===== src/rtl/rv_pkg.sv =====
// rv_pkg: shared RV32 widths, divider op encodings, FSM states and constants.
package rv_pkg;
  localparam int XLEN = 32;
  localparam logic [1:0] DIV_OP_DIV  = 2'b00;
  localparam logic [1:0] DIV_OP_DIVU = 2'b01;
  localparam logic [1:0] DIV_OP_REM  = 2'b10;
  localparam logic [1:0] DIV_OP_REMU = 2'b11;
  typedef enum logic [1:0] {IDLE, CALC, SIGN, DONE} div_state_t;
  localparam logic [XLEN-1:0] DIV_BY_ZERO_Q = '1;
  localparam logic [XLEN-1:0] INT_MIN = {1'b1, {(XLEN-1){1'b0}}};
endpackage


===== src/rtl/div_step.sv =====
// div_step: one restoring-division step producing one quotient bit.
module div_step import rv_pkg::*; (
  input  logic [XLEN:0]   rem_i,
  input  logic [XLEN-1:0] quo_i,
  input  logic [XLEN-1:0] divisor_i,
  output logic [XLEN:0]   rem_o,
  output logic [XLEN-1:0] quo_o
);
  logic [XLEN+1:0] shifted, trial;
  // one guard bit above the 33-bit partial remainder makes the trial sign exact
  assign shifted = {rem_i, quo_i[XLEN-1]};
  assign trial   = shifted - {2'b00, divisor_i};
  assign rem_o   = trial[XLEN+1] ? shifted[XLEN:0] : trial[XLEN:0];
  assign quo_o   = {quo_i[XLEN-2:0], ~trial[XLEN+1]};
endmodule


===== src/rtl/div_unit.sv =====
// div_unit: multi-cycle RV32M DIV/DIVU/REM/REMU with registered register-file write-back.
module div_unit import rv_pkg::*; (
  input  logic            clk,
  input  logic            rst,
  input  logic            start,
  input  logic [1:0]      op,
  input  logic [XLEN-1:0] rs1_data,
  input  logic [XLEN-1:0] rs2_data,
  input  logic [4:0]      rd_addr_in,
  output logic            busy,
  output logic            done,
  output logic            wr_en,
  output logic [4:0]      rd_addr,
  output logic [XLEN-1:0] result
);
  div_state_t      state_q;
  logic [1:0]      op_q;
  logic [4:0]      rd_q, cnt_q;
  logic [XLEN:0]   rem_q, rem_d;
  logic [XLEN-1:0] quo_q, quo_d, divisor_q, result_q;
  logic            neg_quo_q, neg_rem_q, done_q, wr_en_q;
  logic            signed_op, rem_op, rem_sel, s1, s2, div0, ovf;
  logic [XLEN-1:0] mag1, mag2, spec_res, sel, res_d;

  assign signed_op = op == DIV_OP_DIV || op == DIV_OP_REM;
  assign rem_op    = op == DIV_OP_REM || op == DIV_OP_REMU;
  assign s1        = signed_op & rs1_data[XLEN-1];
  assign s2        = signed_op & rs2_data[XLEN-1];
  assign mag1      = s1 ? -rs1_data : rs1_data;
  assign mag2      = s2 ? -rs2_data : rs2_data;
  assign div0      = rs2_data == '0;
  assign ovf       = signed_op && rs1_data == INT_MIN && rs2_data == '1;
  assign spec_res  = div0 ? (rem_op ? rs1_data : DIV_BY_ZERO_Q) : (rem_op ? '0 : INT_MIN);
  assign rem_sel   = op_q == DIV_OP_REM || op_q == DIV_OP_REMU;
  assign sel       = rem_sel ? rem_q[XLEN-1:0] : quo_q;
  assign res_d     = (rem_sel ? neg_rem_q : neg_quo_q) ? -sel : sel;

  div_step u_step (
    .rem_i     (rem_q),
    .quo_i     (quo_q),
    .divisor_i (divisor_q),
    .rem_o     (rem_d),
    .quo_o     (quo_d)
  );

  always_ff @(posedge clk or posedge rst) begin
    if (rst) begin
      state_q   <= IDLE;
      op_q      <= '0;
      rd_q      <= '0;
      cnt_q     <= '0;
      rem_q     <= '0;
      quo_q     <= '0;
      divisor_q <= '0;
      result_q  <= '0;
      neg_quo_q <= 1'b0;
      neg_rem_q <= 1'b0;
      done_q    <= 1'b0;
      wr_en_q   <= 1'b0;
    end else begin
      done_q  <= 1'b0;
      wr_en_q <= 1'b0;
      case (state_q)
        IDLE: if (start) begin
          op_q      <= op;
          rd_q      <= rd_addr_in;
          divisor_q <= mag2;
          quo_q     <= mag1;
          rem_q     <= '0;
          neg_quo_q <= s1 ^ s2;
          neg_rem_q <= s1;
          cnt_q     <= 5'd31;
          if (div0 || ovf) begin
            result_q <= spec_res;
            done_q   <= 1'b1;
            wr_en_q  <= rd_addr_in != '0;
            state_q  <= DONE;
          end else begin
            state_q  <= CALC;
          end
        end
        CALC: begin
          rem_q   <= rem_d;
          quo_q   <= quo_d;
          cnt_q   <= cnt_q - 5'd1;
          state_q <= cnt_q == '0 ? SIGN : CALC;
        end
        SIGN: begin
          result_q <= res_d;
          done_q   <= 1'b1;
          wr_en_q  <= rd_q != '0;
          state_q  <= DONE;
        end
        default: state_q <= IDLE;
      endcase
    end
  end

  assign busy    = state_q != IDLE;
  assign done    = done_q;
  assign wr_en   = wr_en_q;
  assign rd_addr = rd_q;
  assign result  = result_q;
endmodule

===== config.mk =====
export PLATFORM = sky130hd
export DESIGN_NAME = div_unit
export DESIGN_NICKNAME = d
export VERILOG_FILES = /design/src/rtl/rv_pkg.sv /design/src/rtl/div_step.sv /design/src/rtl/div_unit.sv
export SDC_FILE = /design/constraint.sdc
export NUM_CORES = 1
export LEC_CHECK = 0
export CAP_MARGIN = 20
export CORE_UTILIZATION = 35
export DETAILED_ROUTE_END_ITERATION = 7
export PLACE_DENSITY = 0.64
export SLEW_MARGIN = 20
export SYNTH_ARGS = -nofsm -noshare
export SYNTH_HDL_FRONTEND = slang
export SYNTH_SLANG_ARGS = --single-unit

===== constraint.sdc =====
create_clock -name clk -period 7.85 [get_ports clk]
set_input_delay 1.57 -clock clk [delete_from_list [all_inputs] [get_ports clk]]
set_output_delay 1.57 -clock clk [all_outputs]
set_load 0.05 [all_outputs]

==> impl_metrics.env <==
export IMPL_power_density_nw_per_um2=462
export IMPL_post_dp_hpwl_microns=27600
export IMPL_mappedNetlistArea_sq_um=11700
export IMPL_io_buffers=113
export IMPL_die_w_microns=185
export IMPL_setup_ws_ns=3.34
export IMPL_startpoint_type="input port"
export IMPL_yosysTopAreaCellShare_pct=31.1
export IMPL_final_nets=1637
export IMPL_crit_arrival_ns=4.83
export IMPL_yosys_top_cells_area="dfrtp_1 (31%), o21ai_0 (6.4%), nand2_1 (4.8%), xor2_1 (4.4%), a21oi_1 (4.4%)"
export IMPL_required_ns=8.18
export IMPL_track_usage_pct=22.2
export IMPL_die_h_microns=185
export IMPL_synthXorXnorAreaFrac_pct=8.65
export IMPL_ir_worst_vdd_uv=245
export IMPL_grt_pass1_wl_microns=59400
export IMPL_post_cts_buffers=0
export IMPL_start_util_pct=35.8
export IMPL_fmax_mhz=222
export IMPL_p_leak_nw=5.55
export IMPL_maxCapViolCount=0
export IMPL_hold_path_depth=2
export IMPL_worst_pin_slew_ns=1.01
export IMPL_syn_inst=1476
export IMPL_synth_compound_area_share_pct=21.9
export IMPL_cts_path_max_buffers=2
export IMPL_cts_sinks=146
export IMPL_cts_buffers=17
export IMPL_routed_wl_microns=37700
export IMPL_fill_cells=3275
export IMPL_period_needed_ns=4.51
export IMPL_synth_distinct_cells=77
export IMPL_syn_area_per_cell_sq_um=7.96
export IMPL_cts_resized=0
export IMPL_grt_max_degree=91
export IMPL_yosys_warnings=0
export IMPL_first_pass_iters=5
export IMPL_criticalPathCategory="in2reg"
export IMPL_hold_path_class="reg2reg"
export IMPL_pre_cts_ws_ns=2.95
export IMPL_endpoint_kind="flop"
export IMPL_wl_per_cell_microns=19.0
export IMPL_worst_path_max_fanout=16
export IMPL_fin_worst_skew_ns=0.0168
export IMPL_synth_async_reset_ratio_pct=100
export IMPL_synth_fa_ha_area_share_pct=4.11
export IMPL_detail_route_antenna_nets=0
export IMPL_drive_gt1_share_pct=6.24
export IMPL_muxShareOfSynthArea_pct=4.77
export IMPL_num_rows=66
export IMPL_vias=11400
export IMPL_clock_latency_ns=0.45
export IMPL_rsz0062_at_grt="false"
export IMPL_synthSimpleGateAreaFrac_pct=23.9
export IMPL_grt_pass1_vias=10600
export IMPL_final_hold_viol_count=0
export IMPL_status="complete, no violations"
export IMPL_period_share_pct=57.4
export IMPL_setup_viol=0
export IMPL_ys_seq_elements=146
export IMPL_ff2ff_path_depth=11
export IMPL_cts_clk_slew_worst_paths_ns=0.06
export IMPL_yosysTopAreaCell="dfrtp_1"
export IMPL_grt_overflow=0
export IMPL_cts_root_buf="clkbuf_16"
export IMPL_slew_headroom_pct=32.3
export IMPL_layout_commonest_cell="nand2_1"
export IMPL_gp_congestion=0.868
export IMPL_io_pins=114
export IMPL_synth_top_family_by_area="simple AND/OR/NAND/NOR gates"
export IMPL_drt_iter0_drc=1203
export IMPL_core_sq_um=32800
export IMPL_post_drt_via_cell_ratio=5.75
export IMPL_ctsHoldBuffers=0
export IMPL_final_cell_mix="nand2_1 (151), o21ai_0 (150), dfrtp_1 (144)"
export IMPL_synth_edf_count=0
export IMPL_setup_tns_ns=0
export IMPL_slew_viol_final=0
export IMPL_cts_tree="done"
export IMPL_p_total_mw=6.37
export IMPL_drc=0
export IMPL_synthToLayoutAreaGrowth_pct=17.4
export IMPL_dieArea_sq_um=34300
export IMPL_htreeDepth=4
export IMPL_ys_flop_type="dfrtp_1"
export IMPL_yosysSeqAreaShare_pct=31.1
export IMPL_syn_nets=1588
export IMPL_num_antenna_cells=0
export IMPL_antenna_found_initial=0
[metrics by stage]
step                      util [%]  instance area (sq um)  hold WS [ns]  cells
after floorplan                  -                  11700         0.450   1476
after global placement        40.1                  13100         0.463   1947
after detailed placement      40.1                  13100         0.470   1947
after CTS                     42.0                  13800         0.484   1979
after global routing          42.1                  13800         0.510   1980
final                         42.1                  13800         0.480   1980
[cell type report]
cell class | instances | area [sq um] | share of cell area, %
clock buffers | 21 | 460 | 3.34
clock inverters | 11 | 153 | 1.11
inverters | 59 | 228 | 1.65
multi-input cells | 1171 | 7460 | 54.1
flip-flops and latches | 146 | 3660 | 26.5
well taps | 442 | 553 | 4.01
repair buffers | 130 | 1280 | 9.27
[synth_stat cells, types with 10 or more instances]
cell and instances:
inv_1 58, a22oi_1 34, ha_1 37, or3_1 14, xor2_1 59, nor3_1 51, dfrtp_1 146, o31ai_1 23
mux2_2 15, o21ai_0 150, nor2_1 91, nor3b_1 25, nand2_1 151, a21oi_1 103, buf_2 15, xnor2_1 57
and3_1 10, nor4_1 14, nand2b_1 13, mux2i_1 38, a21o_1 14, clkbuf_1 72, nand4_1 46, a211oi_1 11
nor2b_1 11, nand3_1 71, a31oi_1 13
[kinds of logic (layout without fill, tap and decap cells)]
group / after synthesis / in the layout
compound gates: 417 / 417
xor+xnor: 116 / 116
fa+ha+maj: 38 / 38
buf+inv: 159 / 221
flops: 146 / 146
mux: 54 / 54
simple gates: 546 / 546
[critical path, stage by stage]
cell,delay (ns)
clkdlybuf4s50_1,0.51
nor4_1,0.52
nand4_1,0.37
nand4b_1,0.41
or3_1,0.42
a21boi_1,0.17
o21bai_2,0.07
buf_4,0.21
clkinv_2,0.23
mux2_2,0.37
[metal layers]
layer,vias to the layer above,share of wire (%),track usage (%)
met5,-,0,0
met1,5485,47,31.3
li1,5445,-,-
met3,49,5.1,3.07
met2,398,46,35.4
met4,0,1.6,5.88
[registers in the layout (all words and copies together), names as in the netlist]
register and count:
cnt_q 5, divisor_q 32, done 1, neg_quo_q 1, neg_rem_q 1, op_q 1, quo_q 32, rd_addr 5
rem_q 33, result 32, state_q 2, wr_en 1
[path summary, 6_finish.rpt]
path                                      startpoint                   endpoint  slack, ns
max reg2reg                    rem_q[26]$_DFFE_PP0P_      rem_q[14]$_DFFE_PP0P_       3.78
min reg2reg                divisor_q[30]$_DFFE_PP0P_  divisor_q[30]$_DFFE_PP0P_       0.48
max in group asynchronous                        rst        op_q[1]$_DFFE_PP0P_       4.75
min in group asynchronous                        rst      result[4]$_DFFE_PP0P_       1.65
max                                      rs1_data[4]      result[8]$_DFFE_PP0P_       3.34
min                        divisor_q[30]$_DFFE_PP0P_  divisor_q[30]$_DFFE_PP0P_       0.48
[report_power, final]
group          internal (mW)  total, mW  switching (mW)
sequential              1.06       1.47           0.406
combinational           1.56       4.03            2.47
clock                  0.519      0.875           0.355
total                   3.14       6.37            3.23
(Power assumes the default switching activity.)
==> RTL change, RTL diff (config.mk and constraints unchanged) <==
Register the inputs `start`, `op`, `rs1_data`, `rs2_data` and `rd_addr_in` before use. The logic sees them one clock later.
--- a/src/rtl/div_unit.sv
+++ b/src/rtl/div_unit.sv
@@ -14,4 +14,19 @@
   output logic [XLEN-1:0] result
 );
+
+  logic start_q;
+  logic [1:0] op_r;
+  logic [XLEN-1:0] rs1_data_q;
+  logic [XLEN-1:0] rs2_data_q;
+  logic [4:0] rd_addr_q;
+
+  always_ff @(posedge clk) begin
+    start_q    <= start;
+    op_r       <= op;
+    rs1_data_q <= rs1_data;
+    rs2_data_q <= rs2_data;
+    rd_addr_q  <= rd_addr_in;
+  end
+
   div_state_t      state_q;
   logic [1:0]      op_q;
@@ -23,13 +38,13 @@
   logic [XLEN-1:0] mag1, mag2, spec_res, sel, res_d;
 
-  assign signed_op = op == DIV_OP_DIV || op == DIV_OP_REM;
-  assign rem_op    = op == DIV_OP_REM || op == DIV_OP_REMU;
-  assign s1        = signed_op & rs1_data[XLEN-1];
-  assign s2        = signed_op & rs2_data[XLEN-1];
-  assign mag1      = s1 ? -rs1_data : rs1_data;
-  assign mag2      = s2 ? -rs2_data : rs2_data;
-  assign div0      = rs2_data == '0;
-  assign ovf       = signed_op && rs1_data == INT_MIN && rs2_data == '1;
-  assign spec_res  = div0 ? (rem_op ? rs1_data : DIV_BY_ZERO_Q) : (rem_op ? '0 : INT_MIN);
+  assign signed_op = op_r == DIV_OP_DIV || op_r == DIV_OP_REM;
+  assign rem_op    = op_r == DIV_OP_REM || op_r == DIV_OP_REMU;
+  assign s1        = signed_op & rs1_data_q[XLEN-1];
+  assign s2        = signed_op & rs2_data_q[XLEN-1];
+  assign mag1      = s1 ? -rs1_data_q : rs1_data_q;
+  assign mag2      = s2 ? -rs2_data_q : rs2_data_q;
+  assign div0      = rs2_data_q == '0;
+  assign ovf       = signed_op && rs1_data_q == INT_MIN && rs2_data_q == '1;
+  assign spec_res  = div0 ? (rem_op ? rs1_data_q : DIV_BY_ZERO_Q) : (rem_op ? '0 : INT_MIN);
   assign rem_sel   = op_q == DIV_OP_REM || op_q == DIV_OP_REMU;
   assign sel       = rem_sel ? rem_q[XLEN-1:0] : quo_q;
@@ -62,7 +77,7 @@
       wr_en_q <= 1'b0;
       case (state_q)
-        IDLE: if (start) begin
-          op_q      <= op;
-          rd_q      <= rd_addr_in;
+        IDLE: if (start_q) begin
+          op_q      <= op_r;
+          rd_q      <= rd_addr_q;
           divisor_q <= mag2;
           quo_q     <= mag1;
@@ -74,5 +89,5 @@
             result_q <= spec_res;
             done_q   <= 1'b1;
-            wr_en_q  <= rd_addr_in != '0;
+            wr_en_q  <= rd_addr_q != '0;
             state_q  <= DONE;
           end else begin
Behaviour: not the same (a bounded check fails within 4 cycles, from zero or initial values and one cycle with rst high).
==> RTL change against the original RTL <==
Synthesized area is 2.8% higher; count of clock-buffer cells in the layout grew 17; first-iteration DRC count fell by 26%; critical path depth rose by 2; cell area up 5.1%; setup slack improved by 860 ps; routed wire length shrank 14%; hold slack got worse by 43 ps; global-route usage fell by 3.7 points; synthesized cell count is 7.2% lower; final cell count down 2.8%; sequential cell count rose by 72; power is 6.0% higher.
==> RTL change: results (changes against the original RTL) <==
Run status
* complete, no violations — outcome, unchanged

Placement
* 22900 um — post-detail-place hpwl, was 27600 um

Logic synthesis
* 0.670 — Synth async-reset ratio, was 1.00
* dfrtp_1 30%, dfxtp_1 12%, o21ai_0 7.0% — largest cells by area after synthesis, was dfrtp_1 31%, o21ai_0 6.4%, nand2_1 4.8%
* 0.422 — share of the yosys chip area belonging to registers, was 0.311
* 170 x o21ai_0, 153 x nand2_1, 146 x dfrtp_1 — Commonest cells post-synth, was 151 x nand2_1, 150 x o21ai_0, 146 x dfrtp_1
* o21ai_0 — most instantiated library cell after synthesis, was nand2_1

Cells and area
* 5100 um^2 — sequential cell area, was 3660 um^2
* 38 — count of clock-net buffers in the final layout, was 21
* 1567 — Net count, final, was 1637

Global routing
* 9756 — number of global-route vias before repair, was 10600
* 53400 um — wire length of the first global-routing pass, was 59400 um
* 0.276 — GR Util met1, was 0.313

Worst setup path
* op_q[1] — crit path from, was rs1_data[4]
* 4200 ps — reg2reg setup slack, was 3780 ps

Route
* 13400 um — Met2 Wirelength, was 17500 um
* 6 — detailed-router iteration count before antenna repair, was 5
* 2070 um — total length of routed met3 wires, was 1940 um
* 16.9 um — wire length per cell, was 19.0 um

STA
* 437 ps — Worst Hold Slack, was 480 ps

Clock tree
* 27 — number of buffers added by the clock tree synthesis step, was 17
* 550 ps — insertion delay of the later-clocked pin in the worst-skew pair, was 450 ps
* 218 — TritonCTS sink count, was 146

Power
* 466 nW/um^2 — PwrDens, was 462 nW/um^2

Hold path
* rd_addr_q[4] — worst hold path startpoint, was divisor_q[30]

==> RTL change: changes by cell type in the layout (fill, tap and decap cells not counted), moves of 11 or more <==
cell and change:
nand4_1 -35, nor2_1 +12, dfxtp_1 +72, a31oi_2 +12
mux2_2 -12, nand3_1 -53, o21ai_0 +20, clkbuf_16 +11
nor3_1 -20, xnor2_1 -11, nor3b_1 -20, a31oi_1 +16
==> RTL change: cells by family (layout without fill, tap and decap cells) <==
kind of cell | Yosys count | in the layout | synth area share
AOI/OAI and AO/OA | 430 | 430 | 0.218
and+or+nand+nor | 412 | 412 | 0.165
DFF | 218 | 218 | 0.422
buffers and inverters | 128 | 234 | 0.0460
xor gates and xnor gates | 107 | 107 | 0.0776
adders and majority gates | 38 | 38 | 0.0400
muxes | 37 | 37 | 0.0310
==> RTL change: worst max-delay path: cells and delay by family, from the launching register on <==
family	cells	cell delay, ps
buffers and inverters	1	650
xor gates and xnor gates	1	130
muxes	1	450
AOI/OAI and AO/OA	3	320
and+or+nand+nor	5	1350
DFF	1	330
adders and majority gates	1	250
==> RTL change: per-stage QoR <==
step | instance area (um^2) | power, mW | instances | setup slack [ps]
floorplan | 12100 | 4.63 | 1370 | 2360
global placement | 13600 | 5.43 | 1873 | 4250
global route | 14500 | 7.34 | 1924 | 3920
detailed placement | 13600 | 5.49 | 1874 | 4220
finish | 14500 | 6.75 | 1924 | 4200
CTS | 14500 | 6.77 | 1924 | 4200
==> RTL change: power breakdown <==
part | total, mW | leakage (nW) | switching (mW) | internal, mW
clock network | 1.25 | 0.458 | 0.501 | 0.752
logic | 3.60 | 2.97 | 2.14 | 1.46
registers | 1.91 | 2.45 | 0.410 | 1.50
